File: src/rtl/fifo_tx_drain_pkg.sv
// Shared definitions for the FIFO-to-UART drain block.
//   state_t        : 2-bit FSM encoding (IDLE=0, LOAD=1, WAIT_BUSY=2, SENDING=3)
//   DEF_DATA_WIDTH : default FIFO word / TX byte width
package fifo_tx_drain_pkg;

    typedef enum logic [1:0] {
        ST_IDLE      = 2'd0,
        ST_LOAD      = 2'd1,
        ST_WAIT_BUSY = 2'd2,
        ST_SENDING   = 2'd3
    } state_t;

    localparam int DEF_DATA_WIDTH = 8;

endpackage : fifo_tx_drain_pkg

File: src/rtl/fifo_tx_drain.sv
// Read-side consumer of the async FIFO, in the FIFO read / UART TX clock domain.
// Pops one byte at a time, presents it to the UART TX with a one-cycle valid
// strobe, frames the transfer on the TX busy flag, flags a sticky timeout when
// the TX never acknowledges, and counts completed transfers.
//
// Ports:
//   CLK            in   read/TX domain clock, rising edge
//   RST            in   asynchronous active-low reset
//   i_EN           in   enable; gates new transfers only
//   i_FIFO_EMPTY   in   FIFO empty flag
//   i_FIFO_RD_DATA in   FIFO head word (valid while not empty)
//   o_FIFO_RD_INC  out  one-cycle pop strobe
//   i_TX_BUSY      in   UART TX busy flag
//   o_TX_DATA      out  byte to transmit, held until the next capture
//   o_TX_VALID     out  one-cycle valid strobe
//   o_TIMEOUT      out  sticky: TX never raised busy after a valid strobe
//   o_BYTE_CNT     out  completed transfers, wraps
//
// state      | meaning
// -----------+------------------------------------------------------------
// IDLE       | waiting for enable, non-empty FIFO and idle TX
// LOAD       | valid + pop strobes high for exactly one cycle
// WAIT_BUSY  | waiting for TX to acknowledge by raising busy (timed)
// SENDING    | TX busy; transfer counted when busy falls
module fifo_tx_drain
    import fifo_tx_drain_pkg::*;
#(
    parameter int DATA_WIDTH     = DEF_DATA_WIDTH,
    parameter int TIMEOUT_CYCLES = 16,
    parameter int CNT_WIDTH      = 16
) (
    input  logic                  CLK,
    input  logic                  RST,
    input  logic                  i_EN,
    input  logic                  i_FIFO_EMPTY,
    input  logic [DATA_WIDTH-1:0] i_FIFO_RD_DATA,
    output logic                  o_FIFO_RD_INC,
    input  logic                  i_TX_BUSY,
    output logic [DATA_WIDTH-1:0] o_TX_DATA,
    output logic                  o_TX_VALID,
    output logic                  o_TIMEOUT,
    output logic [CNT_WIDTH-1:0]  o_BYTE_CNT
);

    localparam int TO_W = (TIMEOUT_CYCLES > 1) ? $clog2(TIMEOUT_CYCLES) : 1;
    localparam logic [TO_W-1:0] TO_LAST = TO_W'(TIMEOUT_CYCLES - 1);

    state_t          state;
    state_t          state_next;
    logic [TO_W-1:0] to_cnt;
    logic            capture;
    logic            to_inc;
    logic            to_fire;
    logic            sent;

    always_comb begin
        state_next = state;
        capture    = 1'b0;
        to_inc     = 1'b0;
        to_fire    = 1'b0;
        sent       = 1'b0;
        unique case (state)
            ST_IDLE: begin
                if (i_EN && !i_FIFO_EMPTY && !i_TX_BUSY) begin
                    capture    = 1'b1;
                    state_next = ST_LOAD;
                end
            end
            ST_LOAD: begin
                state_next = ST_WAIT_BUSY;
            end
            ST_WAIT_BUSY: begin
                if (i_TX_BUSY) begin
                    state_next = ST_SENDING;
                end else if (to_cnt == TO_LAST) begin
                    // Byte is dropped: no retry, not counted.
                    to_fire    = 1'b1;
                    state_next = ST_IDLE;
                end else begin
                    to_inc = 1'b1;
                end
            end
            ST_SENDING: begin
                if (!i_TX_BUSY) begin
                    sent       = 1'b1;
                    state_next = ST_IDLE;
                end
            end
            default: state_next = ST_IDLE;
        endcase
    end

    always_ff @(posedge CLK or negedge RST) begin
        if (!RST) begin
            state         <= ST_IDLE;
            to_cnt        <= '0;
            o_TX_DATA     <= '0;
            o_TX_VALID    <= 1'b0;
            o_FIFO_RD_INC <= 1'b0;
            o_TIMEOUT     <= 1'b0;
            o_BYTE_CNT    <= '0;
        end else begin
            state <= state_next;
            if (capture) begin
                o_TX_DATA <= i_FIFO_RD_DATA;
            end
            // Strobes are registered off the LOAD entry so they are high
            // exactly during the LOAD cycle; LOAD is only entered on !empty.
            o_TX_VALID    <= capture;
            o_FIFO_RD_INC <= capture;
            if (state == ST_LOAD) begin
                to_cnt <= '0;
            end else if (to_inc) begin
                to_cnt <= to_cnt + TO_W'(1);
            end
            if (to_fire) begin
                o_TIMEOUT <= 1'b1;
            end
            if (sent) begin
                o_BYTE_CNT <= o_BYTE_CNT + CNT_WIDTH'(1);
            end
        end
    end

endmodule : fifo_tx_drain

File: config.mk
export PLATFORM = sky130hd
export DESIGN_NAME = fifo_tx_drain
export DESIGN_NICKNAME = d
export VERILOG_FILES = /design/src/rtl/fifo_tx_drain_pkg.sv /design/src/rtl/fifo_tx_drain.sv
export SDC_FILE = /design/constraint.sdc
export NUM_CORES = 1
export LEC_CHECK = 0
export CAP_MARGIN = 10
export CORE_MARGIN = 2
export CORE_UTILIZATION = 45
export DETAILED_ROUTE_END_ITERATION = 10
export PLACE_DENSITY = 0.79
export SETUP_SLACK_MARGIN = 0.5
export SLEW_MARGIN = 10
export SYNTH_ARGS = -nofsm -noshare
export SYNTH_HDL_FRONTEND = slang
export SYNTH_SLANG_ARGS = --single-unit
File: constraint.sdc
create_clock -name CLK -period 2.5 [get_ports CLK]
set_input_delay 0.5 -clock CLK [delete_from_list [all_inputs] [get_ports CLK]]
set_output_delay 0.5 -clock CLK [all_outputs]
set_load 0.05 [all_outputs]
==> Word level (Yosys, flattened, before mapping) <==
Cells that the tools add are included.
{ "classes": {"n_reduce_logical": 7, "n_addsub": 2, "muxes": 17, "n_eq_ne": 7} }
{ "ops": {"columns": ["operator", "n"], "rows": [
  ["adder 16 x 1 -> 16 bit, second input constant", 1],
  ["2-to-1 mux 1 bit", 10],
  ["2-to-1 mux 2 bit", 4],
  ["2-to-1 mux 4 bit", 2],
  ["one-hot mux 2 bit (4 select lines)", 1],
  ["adder 4 x 1 -> 4 bit, second input constant", 1],
  ["== test 2 bit, second input constant", 2],
  ["== test 4 bit, second input constant", 1],
  ["!= test 2 bit, second input constant", 2],
  ["!= test 3 bit, second input constant", 1],
  ["AND reduction 3 bit", 1],
  ["== test 2 x 1 -> 1 bit, second input constant", 1],
  ["logical AND 1 bit", 2],
  ["logical NOT 1 bit", 2],
  ["logical NOT 2 bit", 1],
  ["nonzero test 2 bit", 1]
]} }
{ "totals": {"regBits": 32, "out_inout_bits": 27, "input_bits": 13, "word_cells": 39} }

==> Longest topological paths before layout <==
Gate-level depths: netlist (run 1).
{ "logic_depth": {"depth_word": 6, "ltp_mapped": 5, "depth_no_buf": 5} }

==> Worst setup path before layout (run 1) <==
Ideal clock, no wire load.
{ "synth_timing": {"path_type": "reg2reg", "from": "register o_BYTE_CNT[2]", "to": "register o_BYTE_CNT[12]", "setup_slack_ns": 0.753, "synth_period_minus_slack_ns": 1.747, "path_stages_with_launch": 5, "t_required_ns": 2.358, "arrival_ns": 1.605, "setup_time_ns": 0.142, "path_buffers": 0, "cell_sequence": "dfrtp_1 -> nand4b_1 -> nor4_2 -> nand3_1 -> xnor2_1"} }
{ "synth_via": {"elab_chain_len": 1} }
{ "synth_rtl": {"columns": ["item", "line", "text"], "rows": [
  ["from (decl)", "fifo_tx_drain.sv:42", "output logic [CNT_WIDTH-1:0] o_BYTE_CNT"],
  ["from (signal assigned)", "fifo_tx_drain.sv:120", "o_BYTE_CNT <= o_BYTE_CNT + CNT_WIDTH'(1);"],
  ["adder 16 x 1 -> 16 bit", "fifo_tx_drain.sv:120", null]
]} }
No other way between the ends.
A chain may end at the register's enable or synchronous reset.

==> Worst setup path in the final report (run 1) <==
{ "layout_timing": {"from": "input i_TX_BUSY", "to": "register o_BYTE_CNT[12]"} }
{ "layout_via": {"elab_chain_len": 2} }
{ "layout_rtl": {"columns": ["item", "line", "text"], "rows": [
  ["from (decl)", "fifo_tx_drain.sv:38", "input logic i_TX_BUSY,"],
  ["2-to-1 mux 1 bit", "fifo_tx_drain.sv:84", "if (!i_TX_BUSY) begin"],
  ["2-to-1 mux 1 bit", "fifo_tx_drain.sv:62", "unique case (state)"]
]} }
No other way between the ends.

==> impl_metrics.env, run 1 <==
export IMPL_status="complete, no violations"
export IMPL_core_area_mm2=0.00298
export IMPL_cp_endpoint="o_BYTE_CNT[12]$_DFFE_PN0P_"
export IMPL_final_max_slew_viol_count=0
export IMPL_design_area_mm2=0.00185
export IMPL_synth_flop_cell="dfrtp_1"
export IMPL_die_area_mm2=0.00351
export IMPL_syn_inst=112
export IMPL_die_w_um=59.2
export IMPL_end_kind="flip-flop"
export IMPL_clock_fmax_mhz=513
export IMPL_synth_nets=127
export IMPL_layout_common_cells="32 x dfrtp_1, 24 x dlygate4sd2_1, 12 x clkdlybuf4s50_1"
export IMPL_hold_path_class="reg2reg"
export IMPL_ir_drop_uv=622
export IMPL_root_buffer="clkbuf_4"
export IMPL_track_usage_pct=17.6
export IMPL_clock_latency_ps=320
export IMPL_clockBufferDepth=2
export IMPL_grt_pass1_wl_mm=4.54
export IMPL_grt_pass1_vias=1014
export IMPL_power_density_mw_per_mm2=1020
export IMPL_ys_ff_latch=32
export IMPL_row_count=20
export IMPL_timing_final_crit_share_pct=78.0
export IMPL_antenna_found_initial=0
export IMPL_synth_edff_count=0
export IMPL_numPortBuffers=39
export IMPL_grt_max_degree=33
export IMPL_yosys_area_top_type="dfrtp_1"
export IMPL_io_pins=40
export IMPL_ant_nets=0
export IMPL_num_vias=985
export IMPL_wl_per_cell_um=14.0
export IMPL_drt_first_pass_iters=4
export IMPL_tns_ps=0
export IMPL_start_util_pct=46.1
export IMPL_slew_limit_headroom_pct=65.9
export IMPL_area_delta_synth_final_pct=34.5
export IMPL_swShare_pct=41.9
export IMPL_drt_iter0_markers=13
export IMPL_critPathLaunch="i_TX_BUSY"
export IMPL_rsz0062_at_grt="yes"
export IMPL_vias_per_cell=5.18
export IMPL_critical_path_max_fanout=6
export IMPL_r2r_cells=4
export IMPL_clk_pin_slew_worst_paths_ps=90
export IMPL_nNetsFinal=171
export IMPL_critPathKind="in2reg"
export IMPL_p_leak_uw=0.000974
export IMPL_place_area_mm2=0.00179
export IMPL_critPathRequiredTime_ps=2710
export IMPL_gp_congestion=0.764
export IMPL_seqPwrFrac_pct=40.4
export IMPL_yosys_warnings=0
export IMPL_synth_area_per_cell_um2=12.3
export IMPL_maxCapViolCount=0
export IMPL_synth_area_leaders="dfrtp_1 58%, mux2_2 7.4%, xor2_1 6.4%"
export IMPL_r2r_slack_ps=790
export IMPL_numCtsBuffers=5
export IMPL_yosysTopAreaCellShare_pct=58.3
export IMPL_route_detailed_drc=0
export IMPL_async_reset_ff_share_pct=100
export IMPL_fin_skew_ps=5.34
export IMPL_cp_start_kind="primary input"
export IMPL_r2r_start="state[1]$_DFFE_PN0P_"
export IMPL_grt_overflow=0
export IMPL_drive_gt1_share_pct=12.7
export IMPL_r2r_end="o_BYTE_CNT[12]$_DFFE_PN0P_"
export IMPL_cts_tree="yes"
export IMPL_seq_area_frac_synth_pct=58.3
export IMPL_setup_violations=0
export IMPL_syn_cell_area_mm2=0.00137
export IMPL_post_cts_resized=24
export IMPL_htreeDepth=2
export IMPL_p_int_uw=1090
export IMPL_synth_cell_types=26
export IMPL_finalCriticalPeriod_ps=1950
export IMPL_cts_sinks=32
export IMPL_power_switching_uw=788
export IMPL_hpwl_mm=1.96
export IMPL_wl_mm=2.66
export IMPL_final_common_cell="dfrtp_1"
export IMPL_max_slew_worst_pin_slew_ps=514
export IMPL_hold_violations=0
export IMPL_post_cts_buffers=0
export IMPL_cts_hold_buf=0
export IMPL_p_clk_share_pct=20.2
export IMPL_antennaDiodeCount=0
export IMPL_arrival_ps=2160
export IMPL_dieHeight_um=59.2
export IMPL_power_frac_comb_pct=39.5
-- how the worst min path moves through the flow --
stage / from / endpoint / slack, ps / cells after the start
global placement: o_BYTE_CNT[15]$_DFFE_PN0P_ / o_BYTE_CNT[15]$_DFFE_PN0P_ / 460 / 1
detailed placement: o_TIMEOUT$_DFFE_PN0P_ / o_TIMEOUT$_DFFE_PN0P_ / 460 / 1
global route: o_BYTE_CNT[15]$_DFFE_PN0P_ / o_BYTE_CNT[15]$_DFFE_PN0P_ / 490 / 1
floorplan: RST / o_BYTE_CNT[0]$_DFFE_PN0P_ / 200 / 0
CTS: o_TIMEOUT$_DFFE_PN0P_ / o_TIMEOUT$_DFFE_PN0P_ / 490 / 1
finish: o_TIMEOUT$_DFFE_PN0P_ / o_TIMEOUT$_DFFE_PN0P_ / 480 / 1
-- synth_stat cells (2+ instances only) --
library cell,count
nor3_1,4
nand4_1,2
xor2_1,10
ha_1,2
or3b_1,2
mux2_2,9
buf_4,2
nand3_1,8
nor4_2,2
nor2_1,8
xnor2_1,7
o21ai_0,2
a21oi_1,2
and3_1,4
inv_1,2
nand2_1,5
dfrtp_1,32
-- area by class of cell --
cell class / instances / area, um2
fillers: 250 / 1130
flip-flops and latches: 32 / 801
clock inverters: 2 / 35.0
inverters: 2 / 7.51
clock buffers: 6 / 41.3
repair buffers: 40 / 375
well taps: 33 / 41.3
multi-input cells: 75 / 544
-- registers in the layout, indices dropped and copies added, names as in the netlist --
signal      count
to_cnt          4
state           2
o_TX_VALID      1
o_BYTE_CNT     16
o_TIMEOUT       1
o_TX_DATA       8
-- critical path, cell delays in order --
cell and delay (ps):
clkdlybuf4s50_1 500, nand4b_1 350, nor4_2 490, nand3_1 160, xnor2_1 150
-- metal layers --
metal / routed length [um] / vias up / global-route usage (%)
li1: - / 474 / -
met1: 1110 / 471 / 20.2
met2: 1320 / 37 / 30.6
met3: 201 / 3 / 7.21
met4: 26 / 0 / 3.90
met5: 0 / - / 0
-- power by group through the flow --
| stage | Clock (uW) | Sequential [uW] | Combinational, uW |
|---|---|---|---|
| final | 379 | 759 | 743 |
| after global routing | 415 | 778 | 788 |
| after CTS | 394 | 761 | 753 |
| after detailed placement | 0 | 771 | 812 |
| after global placement | 0 | 760 | 794 |
| after floorplan | 0 | 1080 | 224 |
-- metrics by stage --
stage / setup WS [ps] / hold WS (ps) / util [%] / instances / total power, uW
global placement: 326 / 462 / 60.2 / 182 / 1550
finish: 551 / 476 / 62.0 / 190 / 1880
detailed placement: 229 / 464 / 60.2 / 182 / 1580
global route: 470 / 494 / 62.0 / 190 / 1980
floorplan: 753 / 204 / - / 112 / 1300
CTS: 503 / 488 / 61.7 / 190 / 1910
-- kinds of logic after synthesis --
logic type / share of synthesized area [%]
compound gates: 3.01
mux: 8.11
flops: 58.3
fa+ha+maj: 1.82
simple gates: 15.9
xor+xnor: 10.8
buf+inv: 2.01
No activity file was read; power rests on OpenSTA's default activity.
==> run 2: changes to the inputs <==
==> constraint.sdc (replaced) <==
create_clock -name CLK -period 2 [get_ports CLK]
set_input_delay 0.4 -clock CLK [delete_from_list [all_inputs] [get_ports CLK]]
set_output_delay 0.4 -clock CLK [all_outputs]
set_load 0.05 [all_outputs]
==> run 2 against run 1 <==
Clock skew increased by 1.7 ps. Routed wire length rose by 6.4%. Total power rose by 22%. Global-route usage is 1.2 points higher. Via count grew 6.4%. Sequential share of layout area increased by 0.84 points. Setup slack got worse by 19 ps. Non-clock buffer count increased by 8. Worst hold slack worse by 21 ps. Clock-buffer cell count did not move. Combinational power increased by 35%. Critical path type is now reg2reg.
==> impl_metrics.env, run 2 (synthesis results as in run 1) <==
export IMPL_final_common_cell="buf_2"
export IMPL_wl_per_cell_um=14.3
export IMPL_crit_chain="or3b_1, or3b_1, xor2_1, nor2_1"
export IMPL_hold_path_class="in2async"
export IMPL_timing_final_crit_share_pct=73.4
export IMPL_root_buffer="clkbuf_4"
export IMPL_drive_gt1_share_pct=44.5
export IMPL_r2r_start="state[0]$_DFFE_PN0P_"
export IMPL_arrival_ps=1680
export IMPL_critPathRequiredTime_ps=2210
export IMPL_finalCriticalPeriod_ps=1470
export IMPL_htreeDepth=2
export IMPL_nNetsFinal=179
export IMPL_slew_limit_headroom_pct=72.5
export IMPL_r2r_cells=4
export IMPL_max_slew_worst_pin_slew_ps=413
export IMPL_vias_per_cell=5.32
export IMPL_num_vias=1048
export IMPL_clk_pin_slew_worst_paths_ps=100
export IMPL_gp_congestion=0.729
export IMPL_ant_nets=0
export IMPL_status="complete, no violations"
export IMPL_rsz0062_at_grt="yes"
export IMPL_final_util_pct=61.9
export IMPL_r2r_slack_ps=530
export IMPL_power_density_mw_per_mm2=1240
export IMPL_clockBufferDepth=2
export IMPL_cp_common_cell="or3b_1"
export IMPL_drt_iter0_markers=19
export IMPL_cts_sinks=32
export IMPL_antennaDiodeCount=0
export IMPL_area_delta_synth_final_pct=34.4
export IMPL_maxCapViolCount=0
export IMPL_numPortBuffers=39
export IMPL_fin_skew_ps=7.08
export IMPL_core_area_mm2=0.00298
export IMPL_wl_mm=2.83
export IMPL_cpPeakStageDelay_ps=400
export IMPL_critical_path_max_fanout=3
export IMPL_largest_registers="o_BYTE_CNT: 16 flops, o_TX_DATA: 8 flops, to_cnt: 4 flops"
export IMPL_die_area_mm2=0.00351
export IMPL_cts_tree="yes"
export IMPL_hold_violations=0
export IMPL_route_detailed_drc=0
export IMPL_fin_hold_ws_ps=455
export IMPL_end_kind="flip-flop"
export IMPL_slowest_stage="dfrtp_1"
export IMPL_antenna_found_initial=0
export IMPL_largest_register_ffs=16
export IMPL_hpwl_mm=2.00
export IMPL_clock_latency_ps=330
export IMPL_critPathKind="reg2reg"
export IMPL_cts_hold_buf=0
export IMPL_cp_start_kind="flip-flop"
export IMPL_grt_pass1_wl_mm=4.71
export IMPL_numCtsBuffers=5
export IMPL_grt_max_degree=33
export IMPL_clock_fmax_mhz=681
export IMPL_start_util_pct=46.1
export IMPL_r2r_end="to_cnt[3]$_DFFE_PN0P_"
export IMPL_row_count=20
export IMPL_dieHeight_um=59.2
export IMPL_largest_register="o_BYTE_CNT"
export IMPL_layout_common_cells="26 x buf_2, 20 x dfrtp_1, 12 x dfrtp_2"
export IMPL_n_fill_cell=254
export IMPL_die_w_um=59.2
export IMPL_ir_drop_uv=706
export IMPL_track_usage_pct=18.8
export IMPL_p_leak_uw=0.000907
export IMPL_grt_overflow=0
export IMPL_io_pins=40
export IMPL_setup_violations=0
export IMPL_drt_first_pass_iters=4
export IMPL_final_max_slew_viol_count=0
export IMPL_grt_pass1_vias=1063
-- run 2: cell types whose count changed in the layout (fill, tap and decap cells not counted), sizes merged --
cell and delta:
buf +34, dlygate4sd2 -23, dlymetal6s2s -3, bufinv -1
clkdlybuf4s15 +1, clkdlybuf4s50 -1
-- run 2: timing repair --
action | in CTS | in global routing
gates resized for setup | 114 | 26
setup buffers | 3 | 0
cloned | 0 | 0
pin swaps | 2 | 0
setup endpoints to repair | 36 | 19
-- run 2: how the worst max path moves through the flow --
| stage | startpoint | endpoint | slack, ps |
|---|---|---|---|
| after floorplan | o_BYTE_CNT[0]$_DFFE_PN0P_ | o_BYTE_CNT[12]$_DFFE_PN0P_ | 470 |
| after global placement | i_TX_BUSY | to_cnt[3]$_DFFE_PN0P_ | 50 |
| after detailed placement | i_TX_BUSY | to_cnt[3]$_DFFE_PN0P_ | -30 |
| after CTS | o_BYTE_CNT[11]$_DFFE_PN0P_ | o_BYTE_CNT[11] | 410 |
| after global routing | o_BYTE_CNT[11]$_DFFE_PN0P_ | o_BYTE_CNT[11] | 470 |
| final | state[0]$_DFFE_PN0P_ | to_cnt[3]$_DFFE_PN0P_ | 530 |
-- run 2: worst max-delay path, delay by kind of cell (launching register included) --
kind | cells | cell delay, ps
DFF | 1 | 400
xor gates and xnor gates | 1 | 150
and+or+nand+nor | 3 | 810
-- run 2: cell type report --
type / instances / area [um2] / area share (%)
Clock buffer: 6 / 41.3 / 2.24
Clock inverter: 1 / 5.00 / 0.271
Inverter: 2 / 7.51 / 0.407
Multi-Input combinational cell: 75 / 593 / 32.2
Sequential cell: 32 / 816 / 44.2
Tap cell: 33 / 41.3 / 2.24
Timing Repair Buffer: 48 / 340 / 18.5
-- run 2: report_power, final --
| group | total [uW] | switching, uW | internal (uW) |
|---|---|---|---|
| registers | 948 | 131 | 816 |
| logic | 1000 | 674 | 327 |
| clock network | 339 | 210 | 129 |
| total | 2290 | 1010 | 1270 |
-- run 2: per-layer routing --
metal  GRT usage, %  up-vias  wire length, um
met5              0        -                0
li1               -      490                -
met3           9.17        5              237
met1           21.0      510             1170
met4           9.74        0               66
met2           29.5       43             1350
-- run 2: metrics by stage --
stage	instance area (um2)	instances	setup TNS [ps]	setup WS (ps)	total power, uW
3_3_place_gp	1880	187	0	47.6	2000
3_5_place_dp	1880	187	-39.9	-33.6	2040
2_1_floorplan	1410	112	0	475	1660
4_1_cts	1900	197	0	413	2370
5_1_grt	1840	197	0	467	2430
6_report	1840	197	0	531	2290
